<file path="src/rtl/dma_ahb_master_seq.sv">
`default_nettype none
// +--------------------------------------------------------------------------+
// | Module      : dma_ahb_master_seq                                         |
// | Description : AHB-Lite master sequencer for the DMA. On an arbiter grant  |
// |               it latches the selected stream's request and runs one       |
// |               fixed-length burst (SINGLE/INCR4/8/16) with overlapped      |
// |               address and data phases, reporting per-beat, per-burst and  |
// |               error completion back to the stream logic.                  |
// | Revision    : 1.0 - initial release                                      |
// +--------------------------------------------------------------------------+
// | Ports                                                                    |
// |   i_clk, i_nreset        clock, asynchronous active-low reset             |
// |   i_master_en            grant; starts a burst when sampled in IDLE       |
// |   i_stream_sel           granted stream                                   |
// |   i_addr/size/burst/     per-stream request fields                        |
// |   i_write/i_wdata                                                         |
// |   o_master_ready         high only in IDLE                                |
// |   o_beat_done/o_burst_done/o_error  one-cycle completion pulses           |
// |   o_beat_stream          stream owning the current burst                  |
// |   o_next_addr            address after last completed beat               |
// |   o_rdata/o_rdata_valid  captured read data                               |
// |   o_h*, i_h*             AHB-Lite master interface                        |
// +--------------------------------------------------------------------------+
module dma_ahb_master_seq #(
   parameter int numb_ch = 1,
   localparam int SW = (numb_ch > 1) ? $clog2(numb_ch) : 1
) (
   input  logic            i_clk,
   input  logic            i_nreset,
   input  logic            i_master_en,
   input  logic [SW-1:0]   i_stream_sel,
   input  logic [31:0]     i_addr  [numb_ch],
   input  logic [1:0]      i_size  [numb_ch],
   input  logic [1:0]      i_burst [numb_ch],
   input  logic            i_write [numb_ch],
   input  logic [31:0]     i_wdata [numb_ch],
   output logic            o_master_ready,
   output logic            o_beat_done,
   output logic [SW-1:0]   o_beat_stream,
   output logic            o_burst_done,
   output logic            o_error,
   output logic [31:0]     o_next_addr,
   output logic [31:0]     o_rdata,
   output logic            o_rdata_valid,
   output logic [31:0]     o_haddr,
   output logic [1:0]      o_htrans,
   output logic            o_hwrite,
   output logic [2:0]      o_hsize,
   output logic [2:0]      o_hburst,
   output logic [3:0]      o_hprot,
   output logic [31:0]     o_hwdata,
   input  logic            i_hready,
   input  logic            i_hresp,
   input  logic [31:0]     i_hrdata
);

   localparam logic [1:0] HT_IDLE   = 2'b00;
   localparam logic [1:0] HT_NONSEQ = 2'b10;
   localparam logic [1:0] HT_SEQ    = 2'b11;

   typedef enum logic [1:0] {
      S_IDLE = 2'd0,
      S_BUS  = 2'd1,
      S_LAST = 2'd2,
      S_ERR  = 2'd3
   } state_t;

   state_t        state, state_nxt;
   logic [SW-1:0] stream, stream_nxt;
   logic [31:0]   haddr, haddr_nxt;
   logic [31:0]   dp_addr, dp_addr_nxt;     // address of the beat in data phase
   logic [31:0]   hwdata, hwdata_nxt;
   logic [31:0]   rdata, rdata_nxt;
   logic [31:0]   next_addr, next_addr_nxt;
   logic [1:0]    htrans, htrans_nxt;
   logic [2:0]    hsize, hsize_nxt;
   logic [2:0]    hburst, hburst_nxt;
   logic          hwrite, hwrite_nxt;
   logic [3:0]    addr_left, addr_left_nxt; // address phases still to issue after the current one
   logic          dp, dp_nxt;               // a data phase is in progress
   logic          beat_done, beat_done_nxt;
   logic          burst_done, burst_done_nxt;
   logic          error, error_nxt;
   logic          rdata_valid, rdata_valid_nxt;

   // Decode of the request currently presented by the arbiter.
   logic [31:0]   req_addr;
   logic [1:0]    req_size;
   logic [4:0]    req_beats;
   logic [6:0]    req_span;
   logic [11:0]   req_end;
   logic          req_split;
   logic          req_aligned;
   logic [2:0]    req_hburst;
   logic [31:0]   step;

   assign step = 32'd1 << hsize[1:0];

   always_comb begin
      req_addr = i_addr[i_stream_sel];
      req_size = (i_size[i_stream_sel] == 2'd3) ? 2'd2 : i_size[i_stream_sel];
      case (i_burst[i_stream_sel])
         2'd0:    begin req_beats = 5'd1;  req_hburst = 3'b000; end
         2'd1:    begin req_beats = 5'd4;  req_hburst = 3'b011; end
         2'd2:    begin req_beats = 5'd8;  req_hburst = 3'b101; end
         default: begin req_beats = 5'd16; req_hburst = 3'b111; end
      endcase
      req_span = 7'(req_beats) << req_size;
      // A burst that would run past a 1KB boundary is issued as SINGLEs.
      req_end   = {2'b00, req_addr[9:0]} + {5'b00000, req_span};
      req_split = (req_end > 12'd1024);
      case (req_size)
         2'd0:    req_aligned = 1'b1;
         2'd1:    req_aligned = ~req_addr[0];
         default: req_aligned = ~|req_addr[1:0];
      endcase
   end

   always_comb begin
      state_nxt       = state;
      stream_nxt      = stream;
      haddr_nxt       = haddr;
      dp_addr_nxt     = dp_addr;
      hwdata_nxt      = hwdata;
      rdata_nxt       = rdata;
      next_addr_nxt   = next_addr;
      htrans_nxt      = htrans;
      hsize_nxt       = hsize;
      hburst_nxt      = hburst;
      hwrite_nxt      = hwrite;
      addr_left_nxt   = addr_left;
      dp_nxt          = dp;
      beat_done_nxt   = 1'b0;
      burst_done_nxt  = 1'b0;
      error_nxt       = 1'b0;
      rdata_valid_nxt = 1'b0;

      case (state)
         S_IDLE: begin
            if (i_master_en) begin
               stream_nxt = i_stream_sel;
               if (!req_aligned) begin
                  error_nxt     = 1'b1;
                  next_addr_nxt = req_addr;
               end else begin
                  state_nxt     = S_BUS;
                  haddr_nxt     = req_addr;
                  htrans_nxt    = HT_NONSEQ;
                  hsize_nxt     = {1'b0, req_size};
                  hburst_nxt    = req_split ? 3'b000 : req_hburst;
                  hwrite_nxt    = i_write[i_stream_sel];
                  addr_left_nxt = 4'(req_beats - 5'd1);
                  dp_nxt        = 1'b0;
               end
            end
         end

         S_BUS, S_LAST: begin
            if (dp && i_hresp) begin
               // Error response: drop any pending address immediately.
               htrans_nxt = HT_IDLE;
               if (i_hready) begin
                  error_nxt     = 1'b1;
                  next_addr_nxt = dp_addr;
                  dp_nxt        = 1'b0;
                  state_nxt     = S_IDLE;
               end else begin
                  state_nxt = S_ERR;
               end
            end else if (i_hready) begin
               if (dp) begin
                  beat_done_nxt = 1'b1;
                  if (!hwrite) begin
                     rdata_nxt       = i_hrdata;
                     rdata_valid_nxt = 1'b1;
                  end
               end
               if (state == S_LAST) begin
                  burst_done_nxt = 1'b1;
                  next_addr_nxt  = dp_addr + step;
                  dp_nxt         = 1'b0;
                  state_nxt      = S_IDLE;
               end else begin
                  // Address phase accepted: it becomes the new data phase.
                  dp_nxt      = 1'b1;
                  dp_addr_nxt = haddr;
                  if (hwrite) begin
                     hwdata_nxt = i_wdata[stream];
                  end
                  if (addr_left == 4'd0) begin
                     htrans_nxt = HT_IDLE;
                     state_nxt  = S_LAST;
                  end else begin
                     haddr_nxt     = haddr + step;
                     htrans_nxt    = (hburst == 3'b000) ? HT_NONSEQ : HT_SEQ;
                     addr_left_nxt = addr_left - 4'd1;
                  end
               end
            end
         end

         S_ERR: begin
            if (i_hready) begin
               error_nxt     = 1'b1;
               next_addr_nxt = dp_addr;
               dp_nxt        = 1'b0;
               state_nxt     = S_IDLE;
            end
         end

         default: state_nxt = S_IDLE;
      endcase
   end

   always_ff @(posedge i_clk or negedge i_nreset) begin
      if (!i_nreset) begin
         state       <= S_IDLE;
         stream      <= '0;
         haddr       <= '0;
         dp_addr     <= '0;
         hwdata      <= '0;
         rdata       <= '0;
         next_addr   <= '0;
         htrans      <= HT_IDLE;
         hsize       <= '0;
         hburst      <= '0;
         hwrite      <= 1'b0;
         addr_left   <= '0;
         dp          <= 1'b0;
         beat_done   <= 1'b0;
         burst_done  <= 1'b0;
         error       <= 1'b0;
         rdata_valid <= 1'b0;
      end else begin
         state       <= state_nxt;
         stream      <= stream_nxt;
         haddr       <= haddr_nxt;
         dp_addr     <= dp_addr_nxt;
         hwdata      <= hwdata_nxt;
         rdata       <= rdata_nxt;
         next_addr   <= next_addr_nxt;
         htrans      <= htrans_nxt;
         hsize       <= hsize_nxt;
         hburst      <= hburst_nxt;
         hwrite      <= hwrite_nxt;
         addr_left   <= addr_left_nxt;
         dp          <= dp_nxt;
         beat_done   <= beat_done_nxt;
         burst_done  <= burst_done_nxt;
         error       <= error_nxt;
         rdata_valid <= rdata_valid_nxt;
      end
   end

   assign o_master_ready = (state == S_IDLE);
   assign o_beat_done    = beat_done;
   assign o_beat_stream  = stream;
   assign o_burst_done   = burst_done;
   assign o_error        = error;
   assign o_next_addr    = next_addr;
   assign o_rdata        = rdata;
   assign o_rdata_valid  = rdata_valid;
   assign o_haddr        = haddr;
   assign o_htrans       = htrans;
   assign o_hwrite       = hwrite;
   assign o_hsize        = hsize;
   assign o_hburst       = hburst;
   assign o_hprot        = 4'b0011;
   assign o_hwdata       = hwdata;

endmodule
`default_nettype wire

</file>
<file path="config.mk">
export PLATFORM = sky130hd
export DESIGN_NAME = dma_ahb_master_seq
export DESIGN_NICKNAME = d
export VERILOG_FILES = /design/src/rtl/dma_ahb_master_seq.sv
export SDC_FILE = /design/constraint.sdc
export NUM_CORES = 1
export LEC_CHECK = 0
export CAP_MARGIN = 20
export CELL_PAD_IN_SITES_DETAIL_PLACEMENT = 2
export CELL_PAD_IN_SITES_GLOBAL_PLACEMENT = 2
export CORE_ASPECT_RATIO = 0.75
export CORE_MARGIN = 2
export CORE_UTILIZATION = 33
export DETAILED_ROUTE_END_ITERATION = 7
export GPL_TIMING_DRIVEN = 0
export PLACE_DENSITY = 0.93
export SYNTH_ARGS = -nofsm -noshare
export SYNTH_HDL_FRONTEND = slang
export SYNTH_SLANG_ARGS = --single-unit
</file>
<file path="constraint.sdc">
create_clock -name i_clk -period 3.95 [get_ports i_clk]
set_input_delay 0.5925 -clock i_clk [delete_from_list [all_inputs] [get_ports i_clk]]
set_output_delay 0.5925 -clock i_clk [all_outputs]
set_load 0.02 [all_outputs]
</file>
==> out/results.md <==
- complete, no violations — status
- clkdlybuf4s50_1 — most common cell after layout, fill and taps aside
- 100% — asr flop ratio synth
- 0 — max-cap viol count
- o_next_addr[29]$_DFFE_PN0P_ — reg-to-reg endpoint
- 247 — port bufs
- 29.1 um — wire per inst
- o_next_addr[29]$_DFFE_PN0P_ — endpoint of the most critical setup path
- 50.5% — met2 Usage GRT
- 1,695 — Placed Cells
- 302 ps — post-layout worst setup margin
- done — CTS tree
- 50.3 mm — wire length after detailed routing
- 17 — CTS buffer count
- 3,301 — # fillers
- 4 — maximum level of the CTS H-tree
- 460 ps — clk_lat worst skew
- 23.1% — Relative slew margins
- reg2reg — CP Class
- 56 — cell row count
- 14.0% — layout cells sized above 1
- 0 — number of hold violations in the final report
- 43.5% — sequential cell area fraction in the yosys report
- 8 — Worst Reg2Reg Path Length in Cells
- 92.4% — Final Cycle Share
- 1150 ps — pin slew with the least headroom to its limit
- o_hsize[1]$_DFFE_PN0P_ — first element of the critical path
- 0 — post-CTS setup buffer count
- 1,010 — Starting DRT DRC Count
- flip-flop — Crit. End Element
- 157 um — DIE HEIGHT
- 45.0% — share of the core filled with cells in the final layout
- in2async — classification of the worst-slack hold path
- 31,100 um^2 — core region area
- 9 — maximum fanout along the worst path
- 0.904 — gp weighted congestion
- 0 — number of flops mapped to enable cells by yosys
- 254 — number of top-level pins
- 80 ps — post-CTS clock slew at the launch and capture registers of the worst setup and hold paths
- 16.2% — multiplexer area fraction after synthesis
- 38.8% — Global Route met1 Usage
- 300 ps — setup slack of the most critical reg-to-reg path
- 10,400 um^2 — Syn Std Cell Area
- 35.2% — synthesis-to-layout area growth
- 0 — final antenna-violating net count
- 0 — total DRC errors in the routed layout
- 30.6% — global-route total usage across every layer
- 5 — DR pass1 iterations
- 246 x clkdlybuf4s50_1, 180 x dfrtp_1, 112 x mux2_2 — commonest cells after routing, fill and taps aside
- 6.08 — number of vias per cell after detailed routing
- 989 nW/um^2 — Power Density
- no — unrepaired setup endpoints after global routing
- 113 — pin count of the biggest net entering global routing
- 13,400 um^2 — placed cell area
- 180 — #FFs+latches synth
- 4320 ps — Worst EP required
- 10,500 — vias post-DR
- 32,800 um^2 — total die area
- 0.000327 V — largest voltage drop on the vdd net
- 11,500 — vias in the first global route
- 33.3% — initial core utilization
- 0 — post_cts resized
- 14.8% — simple-gate portion of the synthesized area
- 14,000 um^2 — Finished Cell Area
- 0.274 GHz — maximum achievable frequency
- 1,437 — final-stage net count
- flip-flop — startpoint type of the worst setup path
- 18.0% — fraction of the mapped netlist area in compound gates
- 180 — clock sink total
- 0 — synth warn
- compound AO/OA/AOI/OAI gates — largest family of logic cells by synthesized area
- 0 — Max Transition Viols Final
- 3650 ps — final worst path period need
- 75.0 mm — first-pass GRT wire length
- 0 — total global routing overflow
- 0 — number of buffers inserted by hold repair at cts
- 1,037 — number of standard cells after synthesis
- dfrtp_1 — main flop type after synthesis
- met2 — global route hottest layer
- 0.592% — share of the synthesized netlist area taken by xor and xnor gates
- 0 ps — aggregate negative setup slack
- clkbuf_16 — CTS Root Cell
- 209 um — die extent in x
- 17.7 ps — maximum clock skew at final layout
- 2 — Bufs on Longest Clock Path
- 207 ps — worst slack at placement
- 68.5 ps — worst hold slack across all endpoints
- 13.9 mW — overall power
- 74 — count of cell types in the netlist
- o_hsize[1]$_DFFE_PN0P_ — r2r startpoint
- 4020 ps — Arrival @ worst endpoint
- 5.69 nW — standby leakage power
- 0 — Setup violations, final
- 1 — number of antenna violations at the first check in global routing
- 36.4 mm — DPL Wire Length
- 1,728 — non-filler cells in the finished layout
- 2.87% — post-synthesis share of cell area spent on full adders, half adders and majority gates
- 7.14% — global-route track usage on met3
- 9.99 um^2 — mean post-synth cell area
[worst min-delay path by stage]
stage                                   from  cells after the start  slack (ps)                        to
finish                              i_nreset                      1          70   o_haddr[13]$_DFFE_PN0P_
CTS                                 i_nreset                      1          90   o_haddr[11]$_DFFE_PN0P_
floorplan                           i_nreset                      0         300  addr_left[0]$_DFFE_PN0P_
detailed placement    o_rdata[9]$_DFFE_PN0P_                      1         500    o_rdata[9]$_DFFE_PN0P_
global placement    addr_left[3]$_DFFE_PN0P_                      1         470  addr_left[3]$_DFFE_PN0P_
global route                        i_nreset                      1         110   o_haddr[13]$_DFFE_PN0P_
[kinds of logic after synthesis]
kind of cell / Yosys count
AOI/OAI and AO/OA: 274
adders and majority gates: 22
and+or+nand+nor: 300
other: 2
DFF: 180
muxes: 153
xor gates and xnor gates: 7
buffers and inverters: 99
[Yosys cell counts, drive strengths merged, types with 9 or more instances]
cell    number  area (um^2)
dfrtp      180         4500
mux2       114         1280
nand2       82          310
o21ai       79          395
nor2        54          205
clkbuf      51          193
a21oi       42          210
mux2i       39          390
nand3       33          178
nor3        31          155
buf         25          139
a22oi       23          173
inv         23         86.3
ha          19          238
a211oi      14          105
nand4       14         93.8
nor4        14         87.6
nand2b      13         81.3
a21o        12         90.1
and2        11         68.8
a31oi        9         56.3
nor2b        9         56.3
[layer usage]
metal	wire (um)	vias up
li1	-	4392
met1	20300	5430
met2	23900	550
met3	4300	130
met4	1730	0
met5	0	-
[worst max-delay path, cell delays in order (launching register included)]
cell	delay, ps
dfrtp_1	450
nand2b_1	300
inv_1	150
ha_1	340
a211oi_1	150
o21bai_1	930
nand3_1	530
or4_1	540
a31oi_1	180
[report_power, final]
| part | internal (mW) | switching, mW | total [mW] | leakage (nW) |
|---|---|---|---|---|
| sequential | 2.70 | 1.03 | 3.73 | 2.10 |
| clock | 1.02 | 0.883 | 1.90 | 0.298 |
| combinational | 3.29 | 4.95 | 8.23 | 3.29 |
[layout make-up]
| type | count | area (um^2) | share of cell area, % |
|---|---|---|---|
| clock buffer | 18 | 429 | 3.06 |
| clock inverter | 14 | 188 | 1.34 |
| multi-input combinational | 761 | 5450 | 38.9 |
| inverter | 23 | 86.3 | 0.616 |
| tap | 406 | 508 | 3.63 |
| sequential | 180 | 4500 | 32.2 |
| timing repair buffer | 249 | 2510 | 17.9 |
| antenna | 1 | 2.50 | 0.0179 |
| buffer | 76 | 332 | 2.37 |
[flip-flops by register name (all words and copies together), names as in the netlist]
register       flops
addr_left          4
o_hburst           3
o_hwrite           1
dp                 1
o_burst_done       1
o_next_addr       32
o_rdata           32
o_hsize            2
o_haddr           32
o_error            1
o_htrans           2
o_beat_done        1
o_beat_stream      1
state              2
o_hwdata          32
dp_addr           32
o_rdata_valid      1
No activity file was read; power rests on OpenSTA's default activity.
